[config.mk]
export PLATFORM = sky130hd
export DESIGN_NAME = elastic_skid_fifo
export DESIGN_NICKNAME = d
export VERILOG_FILES = /design/src/rtl/elastic_skid_fifo.sv
export SDC_FILE = /design/constraint.sdc
export NUM_CORES = 1
export LEC_CHECK = 0
export ABC_AREA = 1
export BUFFER_PORTS_ARGS = -buffer_cell sky130_fd_sc_hd__buf_2
export CORE_ASPECT_RATIO = 1.4
export CORE_UTILIZATION = 51
export CTS_CLUSTER_DIAMETER = 150
export DETAILED_ROUTE_END_ITERATION = 12
export PLACE_DENSITY = 0.75
export REMOVE_ABC_BUFFERS = 1
export SYNTH_ARGS = -nofsm -noshare
export SYNTH_HDL_FRONTEND = slang
export SYNTH_SLANG_ARGS = --single-unit
[constraint.sdc]
create_clock -name clk -period 2 [get_ports clk]
set_input_delay 0.4 -clock clk [delete_from_list [all_inputs] [get_ports clk]]
set_output_delay 0.4 -clock clk [all_outputs]
set_load 0.05 [all_outputs]
[src/rtl/elastic_skid_fifo.sv]
// elastic_skid_fifo: DEPTH-entry valid/ready elastic buffer with either a
// zero-latency bypass when empty (REG_OUT=0) or a fully registered output (REG_OUT=1).
module elastic_skid_fifo #(
   parameter int DWIDTH    = 8,
   parameter int DEPTH     = 4,
   parameter int REG_OUT   = 0,
   parameter int AF_THRESH = DEPTH - 1
) (
   input  logic                       clk,
   input  logic                       rst,
   input  logic                       i_flush,
   input  logic [DWIDTH-1:0]          i_data,
   input  logic                       i_valid,
   output logic                       o_ready,
   output logic [DWIDTH-1:0]          o_data,
   output logic                       o_valid,
   input  logic                       i_ready,
   output logic [$clog2(DEPTH+1)-1:0] o_count,
   output logic                       o_empty,
   output logic                       o_full,
   output logic                       o_almost_full
);
   localparam int AW = $clog2(DEPTH);
   localparam int CW = $clog2(DEPTH + 1);
   localparam logic [CW-1:0] DEPTH_C = CW'(DEPTH);
   localparam logic [CW-1:0] AF_C    = CW'(AF_THRESH);

   logic [DWIDTH-1:0] mem_r [DEPTH];
   logic [AW-1:0]     wr_ptr_r;
   logic [AW-1:0]     rd_ptr_r;
   logic [CW-1:0]     count_r;
   logic              empty_s;
   logic              full_s;
   logic              bypass_s;
   logic              push_s;
   logic              pop_s;

   // Status decode, output mux and transfer qualification from registered state.
   always_comb begin
      empty_s       = (count_r == {CW{1'b0}});
      full_s        = (count_r == DEPTH_C);
      o_count       = count_r;
      o_empty       = empty_s;
      o_full        = full_s;
      o_almost_full = (count_r >= AF_C);
      o_ready       = !full_s;
      if ((REG_OUT == 0) && empty_s) begin
         o_valid = i_valid;
         o_data  = i_data;
      end else begin
         o_valid = !empty_s;
         o_data  = mem_r[rd_ptr_r];
      end
      // A word only bypasses storage when nothing older is waiting ahead of it.
      bypass_s = (REG_OUT == 0) && empty_s && i_valid && i_ready;
      push_s   = i_valid && !full_s && !bypass_s;
      pop_s    = !empty_s && i_ready;
   end

   // Storage, pointers and occupancy; flush outranks any same-cycle push or pop.
   always_ff @(posedge clk) begin
      if (rst) begin
         wr_ptr_r <= {AW{1'b0}};
         rd_ptr_r <= {AW{1'b0}};
         count_r  <= {CW{1'b0}};
         for (int i = 0; i < DEPTH; i++) begin
            mem_r[i] <= {DWIDTH{1'b0}};
         end
      end else if (i_flush) begin
         wr_ptr_r <= {AW{1'b0}};
         rd_ptr_r <= {AW{1'b0}};
         count_r  <= {CW{1'b0}};
      end else begin
         if (push_s) begin
            mem_r[wr_ptr_r] <= i_data;
            wr_ptr_r        <= wr_ptr_r + AW'(1);
         end
         if (pop_s) begin
            rd_ptr_r <= rd_ptr_r + AW'(1);
         end
         count_r <= count_r + CW'(push_s) - CW'(pop_s);
      end
   end
endmodule

==> results of run 1 <==
## worst paths after layout
kind	startpoint	end	slack [ps]
min reg2reg	rd_ptr_r[1]$_SDFFE_PP0P_	flop	500
max reg2reg	o_count[0]$_SDFF_PP0_	o_count[2]$_SDFF_PP0_	120
min	i_ready	flop	410
max	o_count[0]$_SDFF_PP0_	o_valid	80
## cell families (layout without fill, tap and decap cells)
family / after synthesis / count (layout) / synth area share (%)
fa+ha+maj: 4 / 4 / 2.83
xor+xnor: 1 / 1 / 0.431
compound gates: 21 / 21 / 5.17
buf+inv: 33 / 73 / 6.77
simple gates: 133 / 133 / 28.6
flops: 41 / 41 / 56.2
## per-layer routing
layer / track usage [%] / up-vias
met1: 24.0 / 763
li1: - / 825
met3: 4.89 / 14
met2: 38.3 / 59
met5: 0 / -
met4: 12.3 / 0
## cell usage in the layout (no fill, tap or decap), types with 2 or more instances in the layout
master,instances
dfxtp_1,7
nor2_4,3
nor2_1,65
a21oi_1,2
buf_2,20
nand3_1,5
edfxtp_1,32
ha_1,3
nand2_1,47
nand4_4,2
buf_4,16
inv_1,23
nor3_1,8
clkinvlp_4,2
clkbuf_8,5
o21ai_0,17
## through the flow
| stage | hold WS, ps | TNS, ps | setup slack [ps] | utilization, % | power, uW |
|---|---|---|---|---|---|
| floorplan | 465 | -6300 | -454 | - | 1280 |
| global placement | 493 | 0 | 106 | 60.2 | 1390 |
| detailed placement | 494 | 0 | 75.4 | 60.2 | 1390 |
| CTS | 404 | 0 | 7.36 | 63.1 | 2030 |
| global route | 430 | 0 | 8.14 | 64.9 | 2130 |
| finish | 408 | 0 | 81.0 | 64.9 | 2040 |
## where the power goes
group | internal, uW | switching (uW)
logic | 125 | 312
clock network | 368 | 268
registers | 954 | 17.6
total | 1450 | 597
## worst min-delay path, delay by kind of cell
| kind | cells | cell delay (ps) |
|---|---|---|
| AO/OA/AOI/OAI | 1 | 70 |
| buffers and inverters | 1 | 110 |
| AND/OR/NAND/NOR | 1 | 70 |
## flip-flops by register name (all words and copies together), names as in the netlist, named ones only
register and count:
mem_r 32, o_count 3, rd_ptr_r 2, wr_ptr_r 2
## final cells by class
class                      instances  area share, %
clock buffer                       6           2.99
clock inverter                     2           1.39
inverter                          26           4.27
multi-input combinational        159           31.4
sequential                        41           47.2
tap                               42           2.16
timing repair buffer              38           10.4
timing repair inverter             1          0.309
## what timing repair did
item / in CTS / in global routing
endpoints found under the setup margin: 9 / 9
resized for setup: 1 / 30
endpoints found under the hold margin: 0 / 0
pin swaps: 0 / 1
cloned: 0 / 1
buffers inserted: 0 / 1
## cell usage after synthesis
master and n:
a21oi_1 2, buf_2 4, buf_4 2, clkbuf_2 1, clkinv_1 1, dfxtp_1 9, edfxtp_1 32, fa_1 1
ha_1 3, inv_1 24, inv_2 1, nand2_1 47, nand2_2 1, nand3_1 5, nand4_2 1, nand4_4 2
nor2_1 65, nor2_2 1, nor2_4 2, nor3_1 8, o21ai_0 19, or2_2 1, xor2_1 1
==> flow_summary.toml, run 1 <==
[run_status]
run_status = "finished clean"

[cells_and_area]
area_delta_synth_final_pct = 19.6
post-route-cell-area_sq_um = 2430
antenna_cells_inserted = 0
nFillCells = 314
finalNonFillerCells = 315
multi_input_area_sq_um = 762
layout.nets = 289
drive_above_1_share_pct = 21.6
register_area_sq_um = 1150

[timing]
setup_viol = 0
slew_headroom_pct = 67.7
slew_viol_final = 0
clock_skew_ps = 3.11
period_share_pct = 96.0
finalHoldViolations = 0
min_period_ps = 1920
fmax_mhz = 521
tightest_slew_ps = 483
rsz0062_at_grt = "no"

[critical_path]
endpoint_kind = "output port"
worst-setup-path-type = "reg2out"
r2r_cells = 11
cp_data_required_time_ps = 1600
cp_top_family = "simple AND/OR/NAND/NOR gates"
slowest_stage = "dfxtp_2"
path_depth = 5
path_cells = "nor2_4 -> nand2_1 -> buf_4 -> or2_2 -> buf_2"
critPathLaunchType = "flop"
slowest_delay_ps = 340
worstPathMaxFanout = 11
crit_buf_inv = 2
worstPathArrival_ps = 1520

[placed_design]
gp_congestion = 0.774
portBuffers = 28
post-place-cells = 305
placed_cell_area_sq_um = 2250
hpwl_microns = 3060

[global_route]
overflow = 0
antenna_found_initial = 0
grt_pass1_vias = 1573
grt_pass1_wl_microns = 7080
grt_use_total_pct = 21.8
grt_max_degree = 17

[floorplan]
die_height_microns = 76.7
core_area_sq_um = 3740
die_width_microns = 55.3
io_pins = 29
rows = 26
die-area_sq_um = 4240
start_util_pct = 54.3

[yosys]
ys_warn_count = 0
netlist_area_sq_um = 2030
ys_seq_area_share_pct = 56.2
synth_area_leaders = "edfxtp_1 47%, nor2_1 12%, dfxtp_1 8.9%, nand2_1 8.7%, o21ai_0 4.7%"
syn_area_per_cell_sq_um = 8.72
ys_seq_elements = 41
syn_inst = 233
yosysTopAreaCellShare_pct = 47.3
yosysTopAreaCell = "edfxtp_1"
ys_types = 23

[routing]
num_vias = 1661
postRouteAntennaNets = 0
drt_iter0_markers = 81
drt-pass1-iter-count = 4
wl_per_cell_microns = 13.7
wl_met1_microns = 1570
wl_met3_microns = 234
dr_wl_met2_microns = 2390
viasPerCell = 5.27
finalWirelength_microns = 4310
drc = 0
maxUsedRoutingLayer = "met4"

[clock_network]
h-tree-depth = 2
cts.clk_slew.worst_paths_ps = 70
insertion_delay_ps = 290
cts_hold_buf = 0
cts_made_buffers = 5
root_buffer = "clkbuf_8"
cts_sinks = 41
cts_tree = "yes"
clock_tree.buffer_depth = 2

[worst_hold_path]
min_path_cells = 3
hold_class = "in2reg"

[power]
vdd_drop_max_mv = 0.691
total_leakage_power_uw = 0.00113
power_density_nw_per_um2 = 841

[run]
maxCapViolCount = 0
Note: power is estimated with default switching activity, not from simulation.
==> run 2: changes to the inputs <==
--- a/config.mk
+++ b/config.mk
@@ -5,7 +5,6 @@
 export SDC_FILE = /design/constraint.sdc
 export NUM_CORES = 1
 export LEC_CHECK = 0
-export ABC_AREA = 1
 export BUFFER_PORTS_ARGS = -buffer_cell sky130_fd_sc_hd__buf_2
 export CORE_ASPECT_RATIO = 1.4
 export CORE_UTILIZATION = 51
==> flow_summary.toml, run 2 <==
[yosys]
ys_types = 29
syn_inst = 137
ys_seq_area_share_pct = 57.3
synth_ff_type = "edfxtp_1"
netlist_area_sq_um = 1990
netlist_top_cells_count = "32 x and2_1, 32 x edfxtp_1, 9 x dfxtp_1"
async_flop_share_pct = 0
ys_warn_count = 0
yosysTopAreaCellShare_pct = 48.3
yosysTopAreaCell = "edfxtp_1"
synth_area_leaders = "edfxtp_1 48%, and2_1 10%, dfxtp_1 9.1%, mux4_2 9.1%, mux2_2 4.5%"
ys_seq_elements = 41
synth_edf_count = 32
syn_area_per_cell_sq_um = 14.5

[floorplan]
rows = 26
die-area_sq_um = 4160
core_area_sq_um = 3680
io_pins = 29
die_height_microns = 75.9
die_width_microns = 54.8
start_util_pct = 54.2

[power]
power_density_nw_per_um2 = 850
total_leakage_power_uw = 0.000985
power_uw = 2120
vdd_drop_max_mv = 0.628

[worst_hold_path]
min_path_cells = 2
hold_class = "in2reg"
min_to = "mem_r[1][5]$_SDFFCE_PN0P_"
min_from = "i_data[5]"

[cells_and_area]
area_delta_synth_final_pct = 25.2
top_register = "mem_r"
drive_above_1_share_pct = 42.9
layout_common_cells = "32 x and2_1, 32 x edfxtp_1, 20 x buf_2"
layout.nets = 200
antenna_cells_inserted = 0
largest_reg_flops = 32
finalNonFillerCells = 226

[routing]
drc = 0
viasPerCell = 5.53
num_vias = 1250
drt_iter0_markers = 32
wl_per_cell_microns = 18.1
drt-pass1-iter-count = 4
finalWirelength_microns = 4080
postRouteAntennaNets = 0

[run]
maxCapViolCount = 0

[timing]
rsz0062_at_grt = "yes"
slew_headroom_pct = 65.6
period_share_pct = 106
fin_tns_setup_ps = -809
finalHoldViolations = 0
fin_ws_ps = -124
setup_viol = 8
tightest_slew_ps = 512
fmax_mhz = 471
clock_skew_ps = 4.22
slew_viol_final = 0
min_period_ps = 2120

[critical_path]
cp_data_required_time_ps = 1600
crit_buf_inv = 2
path_cells = "buf_6 -> mux4_2 -> mux2_4 -> buf_8"
r2r_setup_slack_ps = 70
endpoint_kind = "output port"
slowest_delay_ps = 500
slowest_stage = "mux4_2"
r2r-start = "o_count[2]$_SDFF_PP0_"
worst-setup-path-type = "reg2out"
worstPathArrival_ps = 1720
r2r_cells = 9
cp_top_family = "multiplexers"
critPathLaunchType = "flop"
r2r_end = "o_count[1]$_SDFF_PP0_"
worstPathMaxFanout = 5

[global_route]
grt_pass1_wl_microns = 6380
grt.busiest_layer = "met2"
grt_max_degree = 13
antenna_found_initial = 0
use_met3_pct = 5.42
grt_use_met2_pct = 40.1
grt_use_total_pct = 22.8
grt_pass1_vias = 1299
grtUsageMet1_pct = 24.1
overflow = 0

[clock_network]
cts_tree = "yes"
cts_hold_buf = 0
cts_made_buffers = 5
cts_sinks = 41
root_buffer = "clkbuf_8"
insertion_delay_ps = 300
h-tree-depth = 2
cts.clk_slew.worst_paths_ps = 70
clock_tree.buffer_depth = 2

[placed_design]
post-place-cells = 217
gp_congestion = 0.766
portBuffers = 28
hpwl_microns = 2890

[run_status]
violations = "negative setup slack"
run_status = "finished with violations"
==> run 2: cell count changes after synthesis, sizes merged, moves of 17 or more <==
cell and delta:
inv -18, and2 +32, nor2 -58, o21ai -17, nand2 -47
==> run 2: worst register-to-register path: stages, from the launching register on <==
cell and delay [ps]:
dfxtp_2 350, buf_6 110, nor2_4 40, o31ai_4 250, ha_1 260, inv_1 60
ha_2 160, inv_2 40, fa_2 510, nor2_1 40
==> run 2: per-stage QoR <==
step / cell area [sq um] / utilization [%] / setup slack, ps / hold WS [ps]
6_report: 2490 / 67.8 / -124 / 425
5_1_grt: 2490 / 67.8 / -179 / 427
4_1_cts: 2440 / 66.4 / -126 / 427
3_5_place_dp: 2270 / 61.7 / 35.6 / 514
3_3_place_gp: 2270 / 61.7 / 132 / 520
2_1_floorplan: 1970 / - / -1900 / 485
==> run 2: kinds of logic after synthesis <==
logic type | Yosys count | share of synthesized area, %
adder cells (fa/ha/maj) | 4 | 2.89
AO/OA/AOI/OAI | 7 | 4.09
flip-flops | 41 | 57.3
XOR/XNOR | 5 | 2.20
buffers and inverters | 11 | 2.39
AND/OR/NAND/NOR | 53 | 17.5
multiplexers | 16 | 13.6
==> run 2: cell type report <==
cell class	count	area [sq um]
Multi-Input combinational cell	85	828
Inverter	7	26.3
Fill cell	258	1180
Timing Repair Buffer	43	325
Clock buffer	7	86.3
Sequential cell	41	1140
Tap cell	42	52.6
Clock inverter	1	30.0
==> run 2: repair_timing <==
| action | in CTS | in global routing |
|---|---|---|
| pin swaps | 0 | 3 |
| buffers inserted | 0 | 1 |
| setup endpoints to repair | 8 | 10 |
| cloned | 0 | 0 |
| resized for setup | 19 | 13 |
==> run 2: metal layers <==
layer / vias up / part of all wire [%]
li1: 584 / -
met2: 37 / 57
met4: 0 / 1.8
met3: 5 / 4.4
met5: - / 0
met1: 624 / 37
==> run 2: power by group <==
group	internal, uW	leakage [uW]	switching [uW]
Clock	407	0.0000585	271
Combinational	184	0.000521	282
Sequential	956	0.000405	18.9
Total	1550	0.000985	573
==> run 2: worst max-delay path by stage <==
stage / slack [ps] / cells past startpoint / endpoint
finish: -120 / 4 / o_data[1]
global placement: 130 / 10 / o_count[2]$_SDFF_PP0_
floorplan: -1900 / 9 / o_count[2]$_SDFF_PP0_
detailed placement: 40 / 10 / o_count[2]$_SDFF_PP0_
CTS: -130 / 4 / o_data[3]
global route: -180 / 4 / o_data[0]
==> run 3: changes to the inputs <==
--- a/config.mk
+++ b/config.mk
@@ -7,11 +7,13 @@
 export LEC_CHECK = 0
 export BUFFER_PORTS_ARGS = -buffer_cell sky130_fd_sc_hd__buf_2
 export CORE_ASPECT_RATIO = 1.4
-export CORE_UTILIZATION = 51
+export CORE_UTILIZATION = 53
+export CTS_BUF_LIST = sky130_fd_sc_hd__clkbuf_4 sky130_fd_sc_hd__clkbuf_8
 export CTS_CLUSTER_DIAMETER = 150
 export DETAILED_ROUTE_END_ITERATION = 12
-export PLACE_DENSITY = 0.75
+export PLACE_DENSITY = 0.85
 export REMOVE_ABC_BUFFERS = 1
 export SYNTH_ARGS = -nofsm -noshare
 export SYNTH_HDL_FRONTEND = slang
 export SYNTH_SLANG_ARGS = --single-unit
+export TNS_END_PERCENT = 1
==> flow_summary.toml, run 3 (same netlist as run 2, synthesis figures left out) <==
[clock_network]
cts.clk_slew.worst_paths_ps = 80
cts_tree = "yes"
h-tree-depth = 2
clock_tree.buffer_depth = 2
cts_hold_buf = 0
insertion_delay_ps = 290
root_buffer = "clkbuf_8"
cts_sinks = 41
cts_made_buffers = 5

[floorplan]
io_pins = 29
start_util_pct = 55.1
die_width_microns = 53.8
rows = 26
die-area_sq_um = 4010
die_height_microns = 74.5
core_area_sq_um = 3610

[placed_design]
post-place-cells = 213
hpwl_microns = 2860
gp_congestion = 0.756
portBuffers = 28

[cells_and_area]
antenna_cells_inserted = 0
layout_common_cells = "32 x and2_1, 32 x edfxtp_1, 21 x buf_2"
fin_util_pct = 67.5
largest_reg_flops = 32
layout.nets = 197
drive_above_1_share_pct = 41.4
area_delta_synth_final_pct = 22.5
top_register = "mem_r"
finalNonFillerCells = 223

[critical_path]
cp_data_required_time_ps = 1600
worst-setup-path-type = "reg2out"
slowest_delay_ps = 500
r2r-start = "o_count[0]$_SDFF_PP0_"
critPathCapture = "o_data[7]"
r2r_cells = 9
slowest_stage = "mux4_2"
path_cells = "buf_12 -> mux4_2 -> mux2_2 -> buf_6"
worstPathArrival_ps = 1700
r2r_end = "o_count[2]$_SDFF_PP0_"
worstPathMaxFanout = 8
critPathLaunchType = "flop"
r2r_setup_slack_ps = 60
endpoint_kind = "output port"

[timing]
tightest_slew_ps = 618
slew_viol_final = 0
slew_headroom_pct = 58.8
setup_viol = 8
min_period_ps = 2100
fin_ws_ps = -104
fmax_mhz = 475
rsz0062_at_grt = "yes"
clock_skew_ps = 8.00
fin_tns_setup_ps = -747
period_share_pct = 105
finalHoldViolations = 0

[global_route]
antenna_found_initial = 0
grt_use_total_pct = 23.6
grt_pass1_vias = 1325
grt_max_degree = 14
grt_pass1_wl_microns = 6270
overflow = 0

[routing]
wl_per_cell_microns = 18.0
drt_iter0_markers = 26
finalWirelength_microns = 4010
drc = 0
postRouteAntennaNets = 0
viasPerCell = 5.66
drt-pass1-iter-count = 4
num_vias = 1262

[worst_hold_path]
hold_class = "in2reg"

[run_status]
run_status = "finished with violations"
violations = "negative setup slack"

[power]
vdd_drop_max_mv = 0.665
total_leakage_power_uw = 0.000946
power_density_nw_per_um2 = 852

[run]
maxCapViolCount = 0
run 3: cell types whose count changed in the layout (fill, tap and decap cells not counted), moves of 2 or more:
cell	before	now
buf_8	3	0
dfxtp_2	2	4
mux2_4	3	0
buf_4	12	10
dfxtp_1	7	5
mux2_2	5	8
run 3: worst min-delay path by stage:
stage                                            to  slack, ps                      from  cells past startpoint
after global routing      mem_r[2][0]$_SDFFCE_PN0P_        440                 i_data[0]                      2
after CTS                 mem_r[1][0]$_SDFFCE_PN0P_        420                 i_data[0]                      2
after detailed placement                       flop        540  rd_ptr_r[1]$_SDFFE_PP0P_                      2
final                     mem_r[2][0]$_SDFFCE_PN0P_        430                 i_data[0]                      2
after floorplan                                flop        480  rd_ptr_r[1]$_SDFFE_PP0P_                      2
after global placement                         flop        500  rd_ptr_r[1]$_SDFFE_PP0P_                      2
run 3: per-layer routing:
metal,vias up,wire length [microns],track usage [%]
met2,49,2270,43.3
met4,0,73,10.8
met3,9,202,6.13
met1,621,1460,23.8
li1,583,-,-
met5,-,0,0
run 3: what timing repair did:
action / in CTS / in global routing
gates cloned: 1 / 0
gates resized for setup: 21 / 3
setup endpoints to repair: 8 / 12
buffers inserted: 1 / 0
pin swaps: 0 / 1
run 3: per-stage QoR:
stage | hold WS (ps) | area [sq um] | total power, uW | setup WS (ps)
after floorplan | 485 | 1970 | 1270 | -1900
after global placement | 501 | 2250 | 1380 | 103
after detailed placement | 537 | 2250 | 1390 | 10.3
after CTS | 425 | 2430 | 2090 | -121
after global routing | 436 | 2440 | 2140 | -166
final | 428 | 2440 | 2080 | -104
run 3: layout make-up:
cell class | count | area, sq um
Sequential cell | 41 | 1150
Clock inverter | 3 | 41.3
Multi-Input combinational cell | 85 | 813
Inverter | 7 | 26.3
Tap cell | 42 | 52.6
Clock buffer | 5 | 68.8
Fill cell | 258 | 1170
Timing Repair Buffer | 40 | 290
run 3: worst max-delay path: cells and delay by family (launching register included):
kind	cells	cell delay, ps
DFF	1	340
buffers and inverters	2	290
muxes	2	780
run 3: power by group:
part	switching, uW	internal [uW]
combinational	277	171
clock	283	367
sequential	22.0	956
